`src/rtl/add_sequencer.sv`:
```
// ---------------------------------------------------------------------------
// add_sequencer
//   Two-operand load-and-add sequencer.
//   - The first load strobe captures operand A.
//   - The second load strobe captures operand B.
//   - One ADD cycle registers the sum, the unsigned carry and the signed
//     overflow.
//   - The SHOW state then holds the result until the next load.
//
//   Build option:
//     ADD_SEQUENCER_ACCUM_EN - when defined, a load in SHOW starts a running
//                              total: A takes the current sum and B takes din.
//                              When undefined, a load in SHOW starts a fresh
//                              operand pair, and no accumulate path is built.
//
//   Resets:
//     reset - asynchronous, active-low.
//     clear - synchronous, active-high. clear wins over load.
// ---------------------------------------------------------------------------
module add_sequencer #(
  parameter int WIDTH = 8
) (
  input  logic             clk,
  input  logic             reset,
  input  logic             clear,
  input  logic             load,
  input  logic [WIDTH-1:0] din,
  output logic [WIDTH-1:0] a_out,
  output logic [WIDTH-1:0] b_out,
  output logic [WIDTH-1:0] sum_out,
  output logic             carry_out,
  output logic             ovf_out,
  output logic [1:0]       state_out,
  output logic             busy,
  output logic             done
);

  typedef enum logic [1:0] {
    ST_IDLE  = 2'b00,
    ST_GOT_A = 2'b01,
    ST_ADD   = 2'b10,
    ST_SHOW  = 2'b11
  } state_t;

  state_t           state_q;
  logic [WIDTH-1:0] a_q;
  logic [WIDTH-1:0] b_q;
  logic [WIDTH-1:0] sum_q;
  logic             carry_q;
  logic             ovf_q;

  // Next values for the result registers. They are only committed in ADD.
  logic [WIDTH:0]   add_full_d;
  logic [WIDTH-1:0] sum_d;
  logic             carry_d;
  logic             ovf_d;

  // Two's-complement overflow: both operands have the same sign, and the
  // sign of the result differs from it.
  function automatic logic calc_ovf(input logic a_msb,
                                    input logic b_msb,
                                    input logic s_msb);
    return (a_msb == b_msb) && (s_msb != a_msb);
  endfunction

  // Widened adder. Bit WIDTH is the unsigned carry; the low bits wrap.
  always_comb begin
    add_full_d = {1'b0, a_q} + {1'b0, b_q};
    sum_d      = add_full_d[WIDTH-1:0];
    carry_d    = add_full_d[WIDTH];
    ovf_d      = calc_ovf(a_q[WIDTH-1], b_q[WIDTH-1], sum_d[WIDTH-1]);
  end

  // Sequencer FSM and all datapath registers. Reset and clear both return
  // to IDLE with every register zeroed.
  always_ff @(posedge clk or negedge reset) begin
    if (!reset) begin
      state_q <= ST_IDLE;
      a_q     <= {WIDTH{1'b0}};
      b_q     <= {WIDTH{1'b0}};
      sum_q   <= {WIDTH{1'b0}};
      carry_q <= 1'b0;
      ovf_q   <= 1'b0;
    end else if (clear) begin
      state_q <= ST_IDLE;
      a_q     <= {WIDTH{1'b0}};
      b_q     <= {WIDTH{1'b0}};
      sum_q   <= {WIDTH{1'b0}};
      carry_q <= 1'b0;
      ovf_q   <= 1'b0;
    end else begin
      case (state_q)
        ST_IDLE: begin
          if (load) begin
            a_q     <= din;
            b_q     <= {WIDTH{1'b0}};
            state_q <= ST_GOT_A;
          end
        end
        ST_GOT_A: begin
          if (load) begin
            b_q     <= din;
            state_q <= ST_ADD;
          end
        end
        ST_ADD: begin
          // A load strobe arriving in this state is deliberately ignored.
          sum_q   <= sum_d;
          carry_q <= carry_d;
          ovf_q   <= ovf_d;
          state_q <= ST_SHOW;
        end
        ST_SHOW: begin
          if (load) begin
`ifdef ADD_SEQUENCER_ACCUM_EN
            // Running total: the held sum becomes the next A operand.
            a_q     <= sum_q;
            b_q     <= din;
            state_q <= ST_ADD;
`else
            // Fresh operand pair. The previous result stays visible until
            // the next ADD overwrites it.
            a_q     <= din;
            b_q     <= {WIDTH{1'b0}};
            state_q <= ST_GOT_A;
`endif
          end
        end
        default: begin
          state_q <= ST_IDLE;
        end
      endcase
    end
  end

  // busy and done are status decodes of the state register alone, so they
  // never follow input activity.
  always_comb begin
    busy = (state_q == ST_ADD);
    done = (state_q == ST_SHOW);
  end

  assign a_out     = a_q;
  assign b_out     = b_q;
  assign sum_out   = sum_q;
  assign carry_out = carry_q;
  assign ovf_out   = ovf_q;
  assign state_out = state_q;

endmodule

```
`config.mk`:
```
export PLATFORM = sky130hd
export DESIGN_NAME = add_sequencer
export DESIGN_NICKNAME = d
export VERILOG_FILES = /design/src/rtl/add_sequencer.sv
export SDC_FILE = /design/constraint.sdc
export NUM_CORES = 1
export LEC_CHECK = 0
export BUFFER_PORTS_ARGS = -buffer_cell sky130_fd_sc_hd__buf_2
export CORE_UTILIZATION = 56
export CTS_CLUSTER_DIAMETER = 80
export DETAILED_ROUTE_END_ITERATION = 10
export GPL_TIMING_DRIVEN = 0
export PLACE_DENSITY = 0.84
export RECOVER_POWER = 25
export SLEW_MARGIN = 20
export SYNTH_ARGS = -nofsm -noshare
export SYNTH_HDL_FRONTEND = slang
export SYNTH_SLANG_ARGS = --single-unit
export TNS_END_PERCENT = 1
```
`constraint.sdc`:
```
create_clock -name clk -period 5.08 [get_ports clk]
set_clock_uncertainty 0.1 [all_clocks]
set_input_delay 0.762 -clock clk [delete_from_list [all_inputs] [get_ports clk]]
set_output_delay 0.762 -clock clk [all_outputs]
set_load 0.01 [all_outputs]
```
After elaboration in Yosys (flattened, before gate mapping)

Index checks and enable logic that the tools add are counted.
Widths: inputs -> output; s select.

Bits in registers: 28
Logic and storage cells: 40

$add $sub $neg: 1
Equality and inequality tests: 7
Muxes and demuxes: 16
Reductions and logical operators: 10

Operator list:

| kind               | count |
|---|---|
| $mux 8             | 7 |
| $pmux 8 s2         | 1 |
| $add 8x8->9        | 1 |
| $mux 2             | 3 |
| $pmux 2 s3         | 1 |
| $reduce_bool 2->1  | 3 |
| $eq 2x2->1 const B | 2 |
| $mux 1             | 4 |
| $reduce_and 2->1   | 2 |
| $ne 3x1->1 const B | 1 |
| $ne 3x3->1 const B | 1 |
| $reduce_and 3->1   | 1 |
| $reduce_bool 3->1  | 1 |
| $eq 2x1->1 const B | 1 |
| $logic_not 2->1    | 1 |
| $reduce_or 2->1    | 1 |
| $eq 1x1->1         | 1 |
| $logic_and 1x1->1  | 1 |
| $ne 1x1->1         | 1 |

Logic depth before layout (Yosys ltp)

Gate-level depths: netlist of run 1.

Depth in word-level cells: 5
Gate-level depth with buffers: 8

Worst setup path after synthesis of run 1

OpenSTA, ideal clock, no wires.

Kind: register -> register
Start point: reg a_q[0], in the netlist a_out[0]
End point: reg carry_q, in the netlist carry_out
Arrival: 1.819 ns
Setup slack: 3.026 ns
Cell stages (with the launch flop): 8
Buffers on the path: 0
Clock period less this slack: 2.054 ns
Cells stage by stage: dfrtp_1 ha_1 fa_1 a21o_1 a21oi_1 o21ai_0 o2111ai_1 a21oi_1

Longest elaborated chain between the ends: 3

RTL lines:

| item                   | line | source |
|---|---|---|
| from (decl)            | 46   | `logic [WIDTH-1:0] a_q;` |
| from (signal assigned) | 79   | `a_q <= {WIDTH{1'b0}};` |
| from (signal assigned) | 86   | `a_q <= {WIDTH{1'b0}};` |
| from (signal assigned) | 95   | `a_q <= din;` |
| $add 8x8->9            | 68   | `add_full_d = {1'b0, a_q} + {1'b0, b_q};` |
| $mux 1                 | 92   | `case (state_q)` |
| $mux 1                 | 84   | `end else if (clear) begin` |
| to (signal assigned)   | 109  | `carry_q <= carry_d;` |
| to (decl)              | 49   | `logic carry_q;` |

No other way between the ends. The select of a mux whose other input is x is not followed.
A chain may end at the register's enable or synchronous reset.

Worst setup path after layout of run 1

Start point: reg b_q[0], in the netlist b_out[0]
End point: reg carry_q, in the netlist carry_out

Longest elaborated chain between the ends: 3

RTL lines:

| item                   | line | source |
|---|---|---|
| from (decl)            | 47   | `logic [WIDTH-1:0] b_q;` |
| from (signal assigned) | 80   | `b_q <= {WIDTH{1'b0}};` |
| from (signal assigned) | 87   | `b_q <= {WIDTH{1'b0}};` |
| from (signal assigned) | 96   | `b_q <= {WIDTH{1'b0}};` |
| $add 8x8->9            | 68   |  |
| $mux 1                 | 92   |  |
| $mux 1                 | 84   |  |

No other way between the ends. The select of a mux whose other input is x is not followed.

==> metrics.txt, run 1 <==
# TYPE chip_impl_metric gauge
chip_impl_metric{name="die_area",unit="um^2"} 3050
chip_impl_metric{name="stdcell_count",unit=""} 252
chip_impl_metric{name="io_buffer_count",unit=""} 41
chip_impl_metric{name="boundaryPins",unit=""} 42
chip_impl_metric{name="first_pass_grt_wire_length",unit="mm"} 6.38
chip_impl_metric{name="finalCriticalPeriod",unit="ns"} 2.22
chip_impl_info{name="crit_path_top_delay_cell",value="sky130_fd_sc_hd__dfrtp_1"} 1
chip_impl_info{name="crit_top_cell",value="sky130_fd_sc_hd__a21oi_1"} 1
chip_impl_metric{name="place.detailed.hpwl",unit="mm"} 2.85
chip_impl_info{name="synth.top_cells.by_count",value="sky130_fd_sc_hd__a21oi_1 (33), sky130_fd_sc_hd__dfrtp_1 (28), sky130_fd_sc_hd__nor2_1 (24), sky130_fd_sc_hd__nand2_1 (13), sky130_fd_sc_hd__nand3_1 (13)"} 1
chip_impl_metric{name="place.detailed.instances",unit=""} 248
chip_impl_metric{name="iter_0_drt_violations",unit=""} 55
chip_impl_metric{name="design.final.nets",unit=""} 247
chip_impl_metric{name="pre_cts_slack",unit="ns"} 2.91
chip_impl_metric{name="cp_max_fo",unit=""} 4
chip_impl_metric{name="clk_path_buf_depth",unit=""} 2
chip_impl_metric{name="grt_pass1_vias",unit=""} 1499
chip_impl_metric{name="track_usage",unit="%"} 26.1
chip_impl_metric{name="cp_data_arrival_time",unit="ns"} 2.34
chip_impl_info{name="tritoncts",value="built"} 1
chip_impl_metric{name="via_per_inst",unit=""} 5.80
chip_impl_metric{name="setup_viol",unit=""} 0
chip_impl_metric{name="synth_edf_count",unit=""} 0
chip_impl_metric{name="post-cts-setup-buffer-count",unit=""} 0
chip_impl_info{name="yosys.area.top_type",value="sky130_fd_sc_hd__dfrtp_1"} 1
chip_impl_metric{name="synth_top_cell_area_share",unit="%"} 44.1
chip_impl_metric{name="grt_overflow_total",unit=""} 0
chip_impl_metric{name="place_congestion",unit=""} 0.850
chip_impl_metric{name="synth.distinct_cells",unit=""} 29
chip_impl_metric{name="syn-num-nets",unit=""} 201
chip_impl_metric{name="synth-async-reset-ratio",unit="%"} 100
chip_impl_metric{name="routed_wire_length_per_instance",unit="um"} 14.9
chip_impl_metric{name="drt_wl_total",unit="mm"} 3.75
chip_impl_metric{name="die_x_extent",unit="um"} 55.3
chip_impl_metric{name="post-route-drc-count",unit=""} 0
chip_impl_metric{name="detail-route-antenna-nets",unit=""} 0
chip_impl_info{name="grt_setup_unrepaired",value="no"} 1
chip_impl_metric{name="cts_max_level",unit=""} 1
chip_impl_info{name="violations",value="capacitance limit, slew limit"} 1
chip_impl_metric{name="cts_num_sinks",unit=""} 28
chip_impl_metric{name="grt_start_max_net_pins",unit=""} 29
chip_impl_metric{name="tightestPinTransition",unit="ns"} 1.51
chip_impl_metric{name="timing.final.crit_share",unit="%"} 43.7
chip_impl_metric{name="power_leakage",unit="nW"} 0.973
chip_impl_metric{name="clkSlewWorstSetupHoldPaths",unit="ns"} 0.15
chip_impl_metric{name="timing.critical_path.required",unit="ns"} 5.20
chip_impl_info{name="clk_root_buffer_cell",value="sky130_fd_sc_hd__clkbuf_4"} 1
chip_impl_metric{name="tritoncts.num_buffers",unit=""} 3
chip_impl_metric{name="fillers",unit=""} 218
chip_impl_metric{name="multiInputGateArea",unit="um^2"} 840
chip_impl_info{name="outcome",value="finished with violations"} 1
chip_impl_metric{name="count_of_warnings_emitted_by_yosys",unit=""} 0
chip_impl_info{name="end_kind",value="flip-flop"} 1
chip_impl_metric{name="num_antenna_cells",unit=""} 0
chip_impl_info{name="worst_path_dominant_cell_family",value="compound AO/OA/AOI/OAI gates"} 1
chip_impl_metric{name="syn-cell-area",unit="um^2"} 1590
chip_impl_metric{name="ctsHoldBuffers",unit=""} 0
chip_impl_metric{name="first_pass_iters",unit=""} 4
chip_impl_metric{name="post_cts_resize_count",unit=""} 0
chip_impl_metric{name="timing_hold_violations_final",unit=""} 0
chip_impl_info{name="critical_path.cell_chain",value="ha_1, fa_1, a21o_1, a21oi_1, o21ai_0, o2111ai_1, a21oi_1"} 1
chip_impl_metric{name="relSlewSlack",unit="%"} -0.468
chip_impl_metric{name="power.ir.vdd_worst",unit="mV"} 0.328
chip_impl_metric{name="num_rows",unit=""} 18
chip_impl_info{name="holdCritPathClass",value="reg2reg"} 1
chip_impl_metric{name="synth_seq_area_share",unit="%"} 44.1
chip_impl_metric{name="register_bit_count_reported_by_yosys",unit=""} 28
chip_impl_info{name="post_synth_main_area_contributors",value="sky130_fd_sc_hd__dfrtp_1 (44%), sky130_fd_sc_hd__a21oi_1 (10%), sky130_fd_sc_hd__ha_1 (8.7%)"} 1
chip_impl_metric{name="grt_antenna_before_repair",unit=""} 0
chip_impl_metric{name="die_h",unit="um"} 55.3
chip_impl_metric{name="seq_area",unit="um^2"} 701
chip_impl_info{name="dominantRegCellSynth",value="sky130_fd_sc_hd__dfrtp_1"} 1
chip_impl_info{name="critical_path.startpoint_type",value="flip-flop"} 1
chip_impl_metric{name="final_critical_path_setup_slack",unit="ns"} 2.86
chip_impl_info{name="synth_most_common_cell",value="sky130_fd_sc_hd__a21oi_1"} 1
chip_impl_metric{name="max_freq",unit="MHz"} 450
chip_impl_metric{name="syn_avg_cell_area",unit="um^2"} 8.98
chip_impl_metric{name="initial_core_util",unit="%"} 61.9
chip_impl_metric{name="maxCapViolations",unit=""} 1
chip_impl_metric{name="power.density_cell_area",unit="nW/um^2"} 339
chip_impl_metric{name="final_layout_size_suffix_gt1_share",unit="%"} 20.7
chip_impl_info{name="crit_type",value="reg2reg"} 1
chip_impl_metric{name="route.vias.total",unit=""} 1461
chip_impl_metric{name="timing.final.max_slew_violations",unit=""} 29
chip_impl_metric{name="crit_path_max_incr_delay",unit="ns"} 0.45
chip_impl_metric{name="core_area",unit="um^2"} 2570
chip_impl_metric{name="gate_count_post_synth",unit=""} 177
chip_impl_metric{name="fin_setup_tns",unit="ns"} 0
chip_impl_metric{name="clk_latency",unit="ns"} 0.33
chip_impl_metric{name="areaGrowthSynthToFinish",unit="%"} 17.5
chip_impl_metric{name="cp.buffers_inverters",unit=""} 0
==> worst paths after layout <==
kind / start / end / slack (ns) / cells after the start
setup / recovery: b_out[0] / carry_out / 2.86 / 7
hold / removal: sum_out[7] / sum_out[7] / 0.42 / 2
setup reg to reg: b_out[0] / carry_out / 2.86 / 7
hold reg to reg: sum_out[7] / sum_out[7] / 0.42 / 2
max in group asynchronous: reset / b_out[2] / 3.34 / 1
min in group asynchronous: reset / sum_out[6] / 0.67 / 1
==> layer usage <==
| metal | GRT usage, % | routed length, um | vias to the layer above | part of all wire, % |
|---|---|---|---|---|
| li1 | - | - | 713 | - |
| met1 | 30.6 | 1510 | 680 | 40 |
| met2 | 47.0 | 1960 | 59 | 52 |
| met3 | 3.51 | 222 | 9 | 5.9 |
| met4 | 12.1 | 60 | 0 | 1.6 |
| met5 | 0 | 0 | - | 0 |
==> logic make-up (layout without fill, tap and decap cells) <==
group           Yosys count  after routing  synth area share (%)
buf+inv                  13             58                  3.07
compound gates           49             49                  18.6
xor+xnor                  3              3                  1.65
simple gates             68             68                  20.2
flops                    28             28                  44.1
mux                       4              4                  2.52
fa+ha+maj                12             12                  9.92
==> metrics by stage <==
step / hold slack, ns / power, mW / cell area [um^2] / utilization [%]
after floorplan: 0.366 / 0.443 / 1590 / -
after global placement: 0.382 / 0.512 / 1830 / 71.3
after detailed placement: 0.386 / 0.524 / 1830 / 71.3
after CTS: 0.339 / 0.633 / 1870 / 72.8
after global routing: 0.467 / 0.673 / 1870 / 72.7
final: 0.418 / 0.632 / 1870 / 72.7
==> final cells by class <==
type                            instances  share of cell area (%)
Buffer                                 10                    2.01
Sequential cell                        28                    37.5
Multi-Input combinational cell        136                    45.0
Clock buffer                            4                    1.94
Tap cell                               30                    2.01
Timing Repair Buffer                   41                    10.9
Inverter                                3                   0.603
==> flip-flops by register name, summed over array words and instances, names as in the netlist <==
| name | cells |
|---|---|
| ovf_out | 1 |
| state_out | 2 |
| sum_out | 8 |
| a_out | 8 |
| carry_out | 1 |
| b_out | 8 |
==> worst register-to-register path, cell delays in order, from the launching register on <==
cell	delay, ns
sky130_fd_sc_hd__dfrtp_1	0.45
sky130_fd_sc_hd__ha_1	0.25
sky130_fd_sc_hd__fa_1	0.41
sky130_fd_sc_hd__a21o_1	0.18
sky130_fd_sc_hd__a21oi_1	0.21
sky130_fd_sc_hd__o21ai_0	0.19
sky130_fd_sc_hd__o2111ai_1	0.23
sky130_fd_sc_hd__a21oi_1	0.09
==> placed cells by master, fill, tap and decap left out <==
cell | synthesis | final
sky130_fd_sc_hd__a211oi_1 | 1 | 1
sky130_fd_sc_hd__a211oi_2 | 2 | 2
sky130_fd_sc_hd__a21o_1 | 4 | 4
sky130_fd_sc_hd__a21oi_1 | 33 | 33
sky130_fd_sc_hd__a221o_1 | 2 | 2
sky130_fd_sc_hd__a32oi_1 | 1 | 1
sky130_fd_sc_hd__and2_1 | 2 | 2
sky130_fd_sc_hd__buf_1 | 2 | 2
sky130_fd_sc_hd__buf_2 | 0 | 40
sky130_fd_sc_hd__clkbuf_1 | 8 | 9
sky130_fd_sc_hd__clkbuf_4 | 0 | 3
sky130_fd_sc_hd__clkbuf_8 | 0 | 1
sky130_fd_sc_hd__dfrtp_1 | 28 | 28
sky130_fd_sc_hd__fa_1 | 1 | 1
sky130_fd_sc_hd__ha_1 | 11 | 11
sky130_fd_sc_hd__inv_1 | 3 | 3
sky130_fd_sc_hd__mux2i_1 | 4 | 4
sky130_fd_sc_hd__nand2_1 | 13 | 13
sky130_fd_sc_hd__nand2b_1 | 2 | 2
sky130_fd_sc_hd__nand3_1 | 13 | 13
sky130_fd_sc_hd__nand4bb_1 | 1 | 1
sky130_fd_sc_hd__nor2_1 | 24 | 24
sky130_fd_sc_hd__nor2b_1 | 8 | 8
sky130_fd_sc_hd__nor3_1 | 2 | 2
sky130_fd_sc_hd__nor3b_1 | 1 | 1
sky130_fd_sc_hd__nor4_1 | 1 | 1
sky130_fd_sc_hd__o2111ai_1 | 1 | 1
sky130_fd_sc_hd__o211ai_1 | 1 | 1
sky130_fd_sc_hd__o21ai_0 | 3 | 3
sky130_fd_sc_hd__o21bai_1 | 1 | 1
sky130_fd_sc_hd__or3_1 | 1 | 1
sky130_fd_sc_hd__xnor2_1 | 3 | 3
==> where the power goes <==
part / leakage [nW] / internal (mW) / switching (mW)
registers: 0.384 / 0.251 / 0.0268
clock network: 0.0210 / 0.0439 / 0.0661
logic: 0.569 / 0.0893 / 0.156
Power figures use the tool's default switching activity.
==> run 2: changes to the inputs <==
--- a/config.mk
+++ b/config.mk
@@ -6,11 +6,11 @@
 export NUM_CORES = 1
 export LEC_CHECK = 0
 export BUFFER_PORTS_ARGS = -buffer_cell sky130_fd_sc_hd__buf_2
-export CORE_UTILIZATION = 56
+export CORE_UTILIZATION = 52
 export CTS_CLUSTER_DIAMETER = 80
 export DETAILED_ROUTE_END_ITERATION = 10
 export GPL_TIMING_DRIVEN = 0
-export PLACE_DENSITY = 0.84
+export PLACE_DENSITY = 0.79
 export RECOVER_POWER = 25
 export SLEW_MARGIN = 20
 export SYNTH_ARGS = -nofsm -noshare
==> constraint.sdc (replaced) <==
create_clock -name clk -period 2.1 [get_ports clk]
set_clock_uncertainty 0.1 [all_clocks]
set_input_delay 0.315 -clock clk [delete_from_list [all_inputs] [get_ports clk]]
set_output_delay 0.315 -clock clk [all_outputs]
set_load 0.01 [all_outputs]
==> metrics.txt, run 2 (synthesized netlist as in run 1, its figures left out) <==
# TYPE chip_impl_metric gauge
chip_impl_metric{name="die_x_extent",unit="um"} 57.3
chip_impl_metric{name="grt_use_met2",unit="%"} 38.8
chip_impl_info{name="hold_path_startpoint",value="din[4]"} 1
chip_impl_metric{name="route.vias.total",unit=""} 1426
chip_impl_info{name="layout_commonest_cell",value="sky130_fd_sc_hd__buf_2"} 1
chip_impl_metric{name="grt_pass1_vias",unit=""} 1349
chip_impl_metric{name="first_pass_iters",unit=""} 7
chip_impl_metric{name="power.ir.vdd_worst",unit="mV"} 0.460
chip_impl_metric{name="tightestPinTransition",unit="ns"} 0.688
chip_impl_metric{name="seq_area",unit="um^2"} 701
chip_impl_metric{name="power_leakage",unit="nW"} 0.971
chip_impl_metric{name="maxCapViolations",unit=""} 0
chip_impl_metric{name="relSlewSlack",unit="%"} 54.1
chip_impl_metric{name="cts_num_sinks",unit=""} 28
chip_impl_metric{name="initial_core_util",unit="%"} 56.2
chip_impl_info{name="holdCritPathClass",value="in2reg"} 1
chip_impl_metric{name="clk_path_buf_depth",unit=""} 2
chip_impl_metric{name="detail-route-antenna-nets",unit=""} 0
chip_impl_metric{name="clkSlewWorstSetupHoldPaths",unit="ns"} 0.15
chip_impl_info{name="crit_type",value="reg2reg"} 1
chip_impl_metric{name="routed_wire_length_per_instance",unit="um"} 14.0
chip_impl_metric{name="timing.final.max_slew_violations",unit=""} 0
chip_impl_metric{name="fillers",unit=""} 253
chip_impl_metric{name="setup_viol",unit=""} 0
chip_impl_metric{name="io_buffer_count",unit=""} 41
chip_impl_metric{name="timing.final.crit_share",unit="%"} 97.6
chip_impl_metric{name="areaGrowthSynthToFinish",unit="%"} 18.0
chip_impl_metric{name="iter_0_drt_violations",unit=""} 84
chip_impl_metric{name="core_area",unit="um^2"} 2830
chip_impl_info{name="clk_root_buffer_cell",value="sky130_fd_sc_hd__clkbuf_4"} 1
chip_impl_metric{name="cp_max_fo",unit=""} 5
chip_impl_metric{name="drt_wl_total",unit="mm"} 3.54
chip_impl_metric{name="crit_path_max_incr_delay",unit="ns"} 0.46
chip_impl_metric{name="grt_overflow_total",unit=""} 0
chip_impl_info{name="layout.cells.most_common_list",value="sky130_fd_sc_hd__buf_2 (40), sky130_fd_sc_hd__a21oi_1 (32), sky130_fd_sc_hd__dfrtp_1 (28), sky130_fd_sc_hd__nor2_1 (24)"} 1
chip_impl_info{name="r2r_end",value="ovf_out"} 1
chip_impl_metric{name="cp_data_arrival_time",unit="ns"} 2.17
chip_impl_metric{name="r2r_slack",unit="ns"} 0.05
chip_impl_metric{name="die_h",unit="um"} 57.3
chip_impl_info{name="outcome",value="finished with violations"} 1
chip_impl_info{name="min_to",value="a_out[4]"} 1
chip_impl_metric{name="clk_latency",unit="ns"} 0.32
chip_impl_metric{name="post-cts-setup-buffer-count",unit=""} 0
chip_impl_metric{name="max_freq",unit="MHz"} 488
chip_impl_metric{name="final_layout_size_suffix_gt1_share",unit="%"} 22.5
chip_impl_metric{name="multiInputGateArea",unit="um^2"} 848
chip_impl_metric{name="power.density_cell_area",unit="nW/um^2"} 790
chip_impl_metric{name="track_usage",unit="%"} 22.6
chip_impl_metric{name="via_per_inst",unit=""} 5.64
chip_impl_metric{name="total_power",unit="mW"} 1.48
chip_impl_metric{name="global_route.usage.met1",unit="%"} 29.6
chip_impl_info{name="crit_path_top_delay_cell",value="sky130_fd_sc_hd__dfrtp_1"} 1
chip_impl_info{name="critical_path.startpoint_type",value="flip-flop"} 1
chip_impl_info{name="end_kind",value="flip-flop"} 1
chip_impl_metric{name="num_antenna_cells",unit=""} 0
chip_impl_info{name="grt-busiest-layer",value="met2"} 1
chip_impl_metric{name="grt_start_max_net_pins",unit=""} 29
chip_impl_metric{name="num_rows",unit=""} 19
chip_impl_metric{name="timing.critical_path.required",unit="ns"} 2.22
chip_impl_metric{name="post-route-drc-count",unit=""} 5
chip_impl_metric{name="tritoncts.num_buffers",unit=""} 3
chip_impl_metric{name="final_core_utilization",unit="%"} 66.3
chip_impl_info{name="grt_setup_unrepaired",value="yes"} 1
chip_impl_metric{name="cts_max_level",unit=""} 1
chip_impl_info{name="tritoncts",value="built"} 1
chip_impl_metric{name="place_congestion",unit=""} 0.796
chip_impl_metric{name="grt_antenna_before_repair",unit=""} 0
chip_impl_metric{name="boundaryPins",unit=""} 42
chip_impl_metric{name="finalCriticalPeriod",unit="ns"} 2.05
chip_impl_info{name="violations",value="DRC"} 1
chip_impl_metric{name="met3_usage",unit="%"} 2.27
chip_impl_info{name="critical_path.cell_chain",value="ha_1, a21o_1, a21o_1, a211oi_2, nor4_1, a221o_1"} 1
chip_impl_metric{name="cells_on_worst_reg2reg_path",unit=""} 6
chip_impl_metric{name="design.final.nets",unit=""} 248
chip_impl_metric{name="place.detailed.hpwl",unit="mm"} 2.72
chip_impl_info{name="rr_startpoint",value="b_out[4]"} 1
chip_impl_metric{name="first_pass_grt_wire_length",unit="mm"} 5.79
chip_impl_info{name="crit_top_cell",value="sky130_fd_sc_hd__a21o_1"} 1
chip_impl_metric{name="timing_hold_violations_final",unit=""} 0
chip_impl_metric{name="die_area",unit="um^2"} 3280
chip_impl_metric{name="min_delay_path_depth",unit=""} 3
run 2: cell types whose count changed in the layout (fill, tap and decap cells not counted):
cell                            previous run  this run
sky130_fd_sc_hd__a21oi_1                  33        32
sky130_fd_sc_hd__fa_1                      1         0
sky130_fd_sc_hd__o21ai_1                   0         2
sky130_fd_sc_hd__ha_1                     11        10
sky130_fd_sc_hd__a21oi_2                   0         1
sky130_fd_sc_hd__clkbuf_8                  1         0
sky130_fd_sc_hd__fa_2                      0         1
sky130_fd_sc_hd__clkbuf_2                  0         2
sky130_fd_sc_hd__o21ai_0                   3         1
sky130_fd_sc_hd__ha_2                      0         1
sky130_fd_sc_hd__buf_1                     2         1
sky130_fd_sc_hd__dlygate4sd3_1             0         1
sky130_fd_sc_hd__clkbuf_1                  9         8
run 2: area by class of cell:
cell class                      count  share of cell area (%)
Sequential cell                    28                    37.4
Buffer                             10                    2.07
Timing Repair Buffer               42                    11.5
Tap cell                           31                    2.07
Multi-Input combinational cell    136                    45.2
Clock buffer                        3                    1.20
Inverter                            3                   0.600
run 2: worst max path at each step:
stage / start / end / slack, ns / depth (start not counted)
floorplan: a_out[0] / carry_out / 0.05 / 7
global placement: b_out[0] / carry_out / -0.05 / 7
detailed placement: b_out[0] / carry_out / -0.07 / 7
CTS: b_out[0] / carry_out / 0.01 / 7
global route: a_out[1] / ovf_out / -0.02 / 6
finish: b_out[4] / ovf_out / 0.05 / 6
run 2: per-layer routing:
layer / part of all wire [%] / routed length (um)
met1: 46 / 1630
met2: 49 / 1740
met4: 1.2 / 42
met5: 0 / 0
met3: 3.7 / 132
run 2: through the flow:
stage               hold WS [ns]  setup WS, ns  cells  TNS (ns)  cell area (um^2)
floorplan                -0.0806        0.0462    177         0              1590
global placement           0.254       -0.0482    249   -0.0482              1830
detailed placement         0.267       -0.0750    249   -0.0750              1830
CTS                        0.128        0.0133    253         0              1870
global route               0.137       -0.0151    253   -0.0151              1880
finish                     0.141        0.0508    253         0              1880
run 2: worst max-delay path: cells and delay by family, from the launching register on:
kind	cells	cell delay (ns)
fa+ha+maj	1	0.37
simple gates	1	0.08
compound gates	4	0.96
flops	1	0.46
run 2: repair_timing:
action	4_1_cts	5_1_grt
hold buffers	1	0
endpoints found under the hold margin	28	0
gates cloned	0	0
resized for setup	2	4
endpoints found under the setup margin	2	5
run 2: power by group:
part | internal (mW) | switching, mW | leakage, nW
clock | 0.0672 | 0.153 | 0.0138
sequential | 0.606 | 0.0657 | 0.384
combinational | 0.222 | 0.368 | 0.573
==> run 3: changes to the inputs <==
--- a/config.mk
+++ b/config.mk
@@ -5,12 +5,14 @@
 export SDC_FILE = /design/constraint.sdc
 export NUM_CORES = 1
 export LEC_CHECK = 0
+export ABC_AREA = 1
 export BUFFER_PORTS_ARGS = -buffer_cell sky130_fd_sc_hd__buf_2
-export CORE_UTILIZATION = 52
+export CORE_UTILIZATION = 54
+export CTS_BUF_LIST = sky130_fd_sc_hd__clkbuf_8
 export CTS_CLUSTER_DIAMETER = 80
 export DETAILED_ROUTE_END_ITERATION = 10
 export GPL_TIMING_DRIVEN = 0
-export PLACE_DENSITY = 0.79
+export PLACE_DENSITY = 0.82
 export RECOVER_POWER = 25
 export SLEW_MARGIN = 20
 export SYNTH_ARGS = -nofsm -noshare
==> metrics.txt, run 3 <==
# TYPE chip_impl_metric gauge
chip_impl_info{name="crit_top_cell",value="sky130_fd_sc_hd__inv_1"} 1
chip_impl_metric{name="drt_wl_total",unit="mm"} 3.14
chip_impl_metric{name="synth_top_cell_area_share",unit="%"} 45.1
chip_impl_metric{name="power_leakage",unit="nW"} 1.06
chip_impl_metric{name="place.detailed.hpwl",unit="mm"} 2.40
chip_impl_metric{name="finalCriticalPeriod",unit="ns"} 1.85
chip_impl_info{name="synth.top_cells.by_count",value="sky130_fd_sc_hd__nand2_1 (49), sky130_fd_sc_hd__dfrtp_1 (28), sky130_fd_sc_hd__inv_1 (21), sky130_fd_sc_hd__nor2_1 (18), sky130_fd_sc_hd__nand3_1 (14)"} 1
chip_impl_info{name="dominantRegCellSynth",value="sky130_fd_sc_hd__dfrtp_1"} 1
chip_impl_info{name="crit_type",value="reg2reg"} 1
chip_impl_metric{name="grt_pass1_vias",unit=""} 1210
chip_impl_info{name="layout.cells.most_common_list",value="sky130_fd_sc_hd__nand2_1 (49), sky130_fd_sc_hd__buf_2 (40), sky130_fd_sc_hd__dfrtp_1 (28), sky130_fd_sc_hd__inv_1 (21), sky130_fd_sc_hd__nor2_1 (18)"} 1
chip_impl_metric{name="relSlewSlack",unit="%"} 54.5
chip_impl_metric{name="num_rows",unit=""} 19
chip_impl_metric{name="tritoncts.num_buffers",unit=""} 3
chip_impl_metric{name="io_buffer_count",unit=""} 41
chip_impl_metric{name="count_of_warnings_emitted_by_yosys",unit=""} 0
chip_impl_metric{name="grt_overflow_total",unit=""} 0
chip_impl_info{name="post_synth_main_area_contributors",value="sky130_fd_sc_hd__dfrtp_1 (45%), sky130_fd_sc_hd__nand2_1 (12%), sky130_fd_sc_hd__ha_1 (8.8%)"} 1
chip_impl_metric{name="syn_avg_cell_area",unit="um^2"} 8.50
chip_impl_info{name="holdCritPathClass",value="in2reg"} 1
chip_impl_metric{name="postPlaceCellArea",unit="um^2"} 1800
chip_impl_info{name="yosys.area.top_type",value="sky130_fd_sc_hd__dfrtp_1"} 1
chip_impl_metric{name="timing.final.crit_share",unit="%"} 87.9
chip_impl_metric{name="syn-cell-area",unit="um^2"} 1560
chip_impl_info{name="end_kind",value="flip-flop"} 1
chip_impl_metric{name="fin_area",unit="um^2"} 1860
chip_impl_info{name="crit_path_start",value="state_out[0]"} 1
chip_impl_metric{name="final_layout_size_suffix_gt1_share",unit="%"} 24.5
chip_impl_metric{name="synth-async-reset-ratio",unit="%"} 100
chip_impl_info{name="critical_path.cell_chain",value="inv_1, ha_1, inv_1, a21oi_4, mux2_2"} 1
chip_impl_metric{name="via_per_inst",unit=""} 5.23
chip_impl_metric{name="place_congestion",unit=""} 0.835
chip_impl_info{name="crit_path_top_delay_cell",value="sky130_fd_sc_hd__dfrtp_1"} 1
chip_impl_metric{name="place.detailed.instances",unit=""} 255
chip_impl_metric{name="initial_core_util",unit="%"} 56.9
chip_impl_metric{name="synth.distinct_cells",unit=""} 21
chip_impl_metric{name="die_h",unit="um"} 55.7
chip_impl_metric{name="stdcell_count",unit=""} 260
chip_impl_metric{name="areaGrowthSynthToFinish",unit="%"} 19.9
chip_impl_metric{name="max_freq",unit="MHz"} 542
chip_impl_metric{name="routed_wire_length_per_instance",unit="um"} 12.1
chip_impl_info{name="layout_commonest_cell",value="sky130_fd_sc_hd__nand2_1"} 1
chip_impl_metric{name="first_pass_iters",unit=""} 4
chip_impl_metric{name="num_antenna_cells",unit=""} 0
chip_impl_metric{name="fin_setup_tns",unit="ns"} 0
chip_impl_metric{name="gate_count_post_synth",unit=""} 183
chip_impl_metric{name="crit_path_max_incr_delay",unit="ns"} 0.42
chip_impl_metric{name="maxCapViolations",unit=""} 0
chip_impl_metric{name="synth_seq_area_share",unit="%"} 45.1
chip_impl_metric{name="die_area",unit="um^2"} 3100
chip_impl_info{name="grt_setup_unrepaired",value="no"} 1
chip_impl_metric{name="synth_edf_count",unit=""} 0
chip_impl_metric{name="cts_max_level",unit=""} 1
chip_impl_metric{name="grt_start_max_net_pins",unit=""} 29
chip_impl_metric{name="first_pass_grt_wire_length",unit="mm"} 5.38
chip_impl_metric{name="cts_num_sinks",unit=""} 28
chip_impl_metric{name="clk_latency",unit="ns"} 0.27
chip_impl_metric{name="design.final.nets",unit=""} 254
chip_impl_info{name="r2r_end",value="a_out[5]"} 1
chip_impl_metric{name="cells_on_worst_reg2reg_path",unit=""} 5
chip_impl_metric{name="grt_antenna_before_repair",unit=""} 0
chip_impl_info{name="clk_root_buffer_cell",value="sky130_fd_sc_hd__clkbuf_8"} 1
chip_impl_info{name="critical_path.startpoint_type",value="flip-flop"} 1
chip_impl_info{name="synth_most_common_cell",value="sky130_fd_sc_hd__nand2_1"} 1
chip_impl_metric{name="setup_viol",unit=""} 0
chip_impl_metric{name="r2r_slack",unit="ns"} 0.25
chip_impl_metric{name="syn-num-nets",unit=""} 207
chip_impl_metric{name="cp_max_fo",unit=""} 6
chip_impl_metric{name="clkSlewWorstSetupHoldPaths",unit="ns"} 0.09
chip_impl_info{name="worstSetupEndpoint",value="a_out[5]"} 1
chip_impl_metric{name="die_x_extent",unit="um"} 55.7
chip_impl_metric{name="timing.critical_path.required",unit="ns"} 2.16
chip_impl_metric{name="route.vias.total",unit=""} 1360
chip_impl_metric{name="power.density_cell_area",unit="nW/um^2"} 1340
chip_impl_metric{name="iter_0_drt_violations",unit=""} 44
chip_impl_metric{name="tightestPinTransition",unit="ns"} 0.683
chip_impl_metric{name="power.ir.vdd_worst",unit="mV"} 0.803
chip_impl_metric{name="core_area",unit="um^2"} 2730
chip_impl_metric{name="timing_hold_violations_final",unit=""} 0
chip_impl_info{name="tritoncts",value="built"} 1
chip_impl_info{name="outcome",value="finished, final reports clean"} 1
chip_impl_metric{name="detail-route-antenna-nets",unit=""} 0
chip_impl_metric{name="track_usage",unit="%"} 21.6
chip_impl_metric{name="boundaryPins",unit=""} 42
chip_impl_metric{name="cp_data_arrival_time",unit="ns"} 1.91
chip_impl_metric{name="post-route-drc-count",unit=""} 0
chip_impl_metric{name="timing.final.max_slew_violations",unit=""} 0
chip_impl_metric{name="clk_path_buf_depth",unit=""} 2
chip_impl_metric{name="register_bit_count_reported_by_yosys",unit=""} 28
chip_impl_info{name="rr_startpoint",value="state_out[0]"} 1
==> run 3: worst min-delay path by stage <==
stage,depth (start not counted),endpoint,start,slack (ns)
after detailed placement,1,sum_out[3],reset,0.26
after floorplan,0,a_out[0],reset,-0.08
after global routing,3,a_out[0],din[0],0.22
final,3,a_out[3],din[3],0.20
after CTS,3,a_out[3],din[3],0.20
after global placement,1,sum_out[1],reset,0.26
==> run 3: metal layers <==
| layer | global-route usage (%) | share of wire (%) | vias to the layer above |
|---|---|---|---|
| met4 | 4.29 | 0.61 | 0 |
| met5 | 0 | 0 | - |
| met1 | 30.1 | 48 | 631 |
| met3 | 2.09 | 4.2 | 2 |
| met2 | 37.0 | 48 | 35 |
| li1 | - | - | 692 |
==> run 3: layout make-up <==
class                   count  area, um^2
fillers                   246         870
multi-input cells         131         753
flip-flops and latches     28         701
repair buffers             42         215
inverters                  22        82.6
clock buffers               4        55.1
well taps                  31        38.8
plain buffers               2        18.8
==> run 3: what timing repair did <==
action,4_1_cts,5_1_grt
setup buffers,0,0
hold endpoints to repair,28,0
resized for setup,0,0
hold buffers,1,0
==> run 3: report_power, final <==
| part | total, mW | switching, mW | internal [mW] |
|---|---|---|---|
| Combinational | 1.29 | 0.754 | 0.534 |
| Sequential | 0.886 | 0.159 | 0.727 |
| Clock | 0.328 | 0.160 | 0.168 |
==> run 3: critical path: cells and delay by family, from the launching register on <==
kind,cells,cell delay (ns)
mux,1,0.36
compound gates,1,0.24
buf+inv,2,0.25
fa+ha+maj,1,0.37
flops,1,0.42
==> run 3: per-stage QoR <==
| stage | hold WS (ns) | util [%] | setup slack (ns) | total power [mW] |
|---|---|---|---|---|
| after global placement | 0.263 | 65.8 | 0.285 | 2.16 |
| after global routing | 0.216 | 68.2 | 0.115 | 2.73 |
| final | 0.202 | 68.2 | 0.253 | 2.50 |
| after detailed placement | 0.263 | 65.8 | 0.294 | 2.18 |
| after CTS | 0.197 | 68.2 | 0.266 | 2.52 |
| after floorplan | -0.0806 | - | 0.405 | 1.78 |
==> run 3: logic make-up after synthesis <==
kind of cell    Yosys count  synth area share (%)
flops                    28                  45.1
fa+ha+maj                12                  10.1
simple gates             85                  22.3
xor+xnor                  2                  1.13
mux                       3                  2.17
compound gates           29                  12.7
buf+inv                  24                  6.52
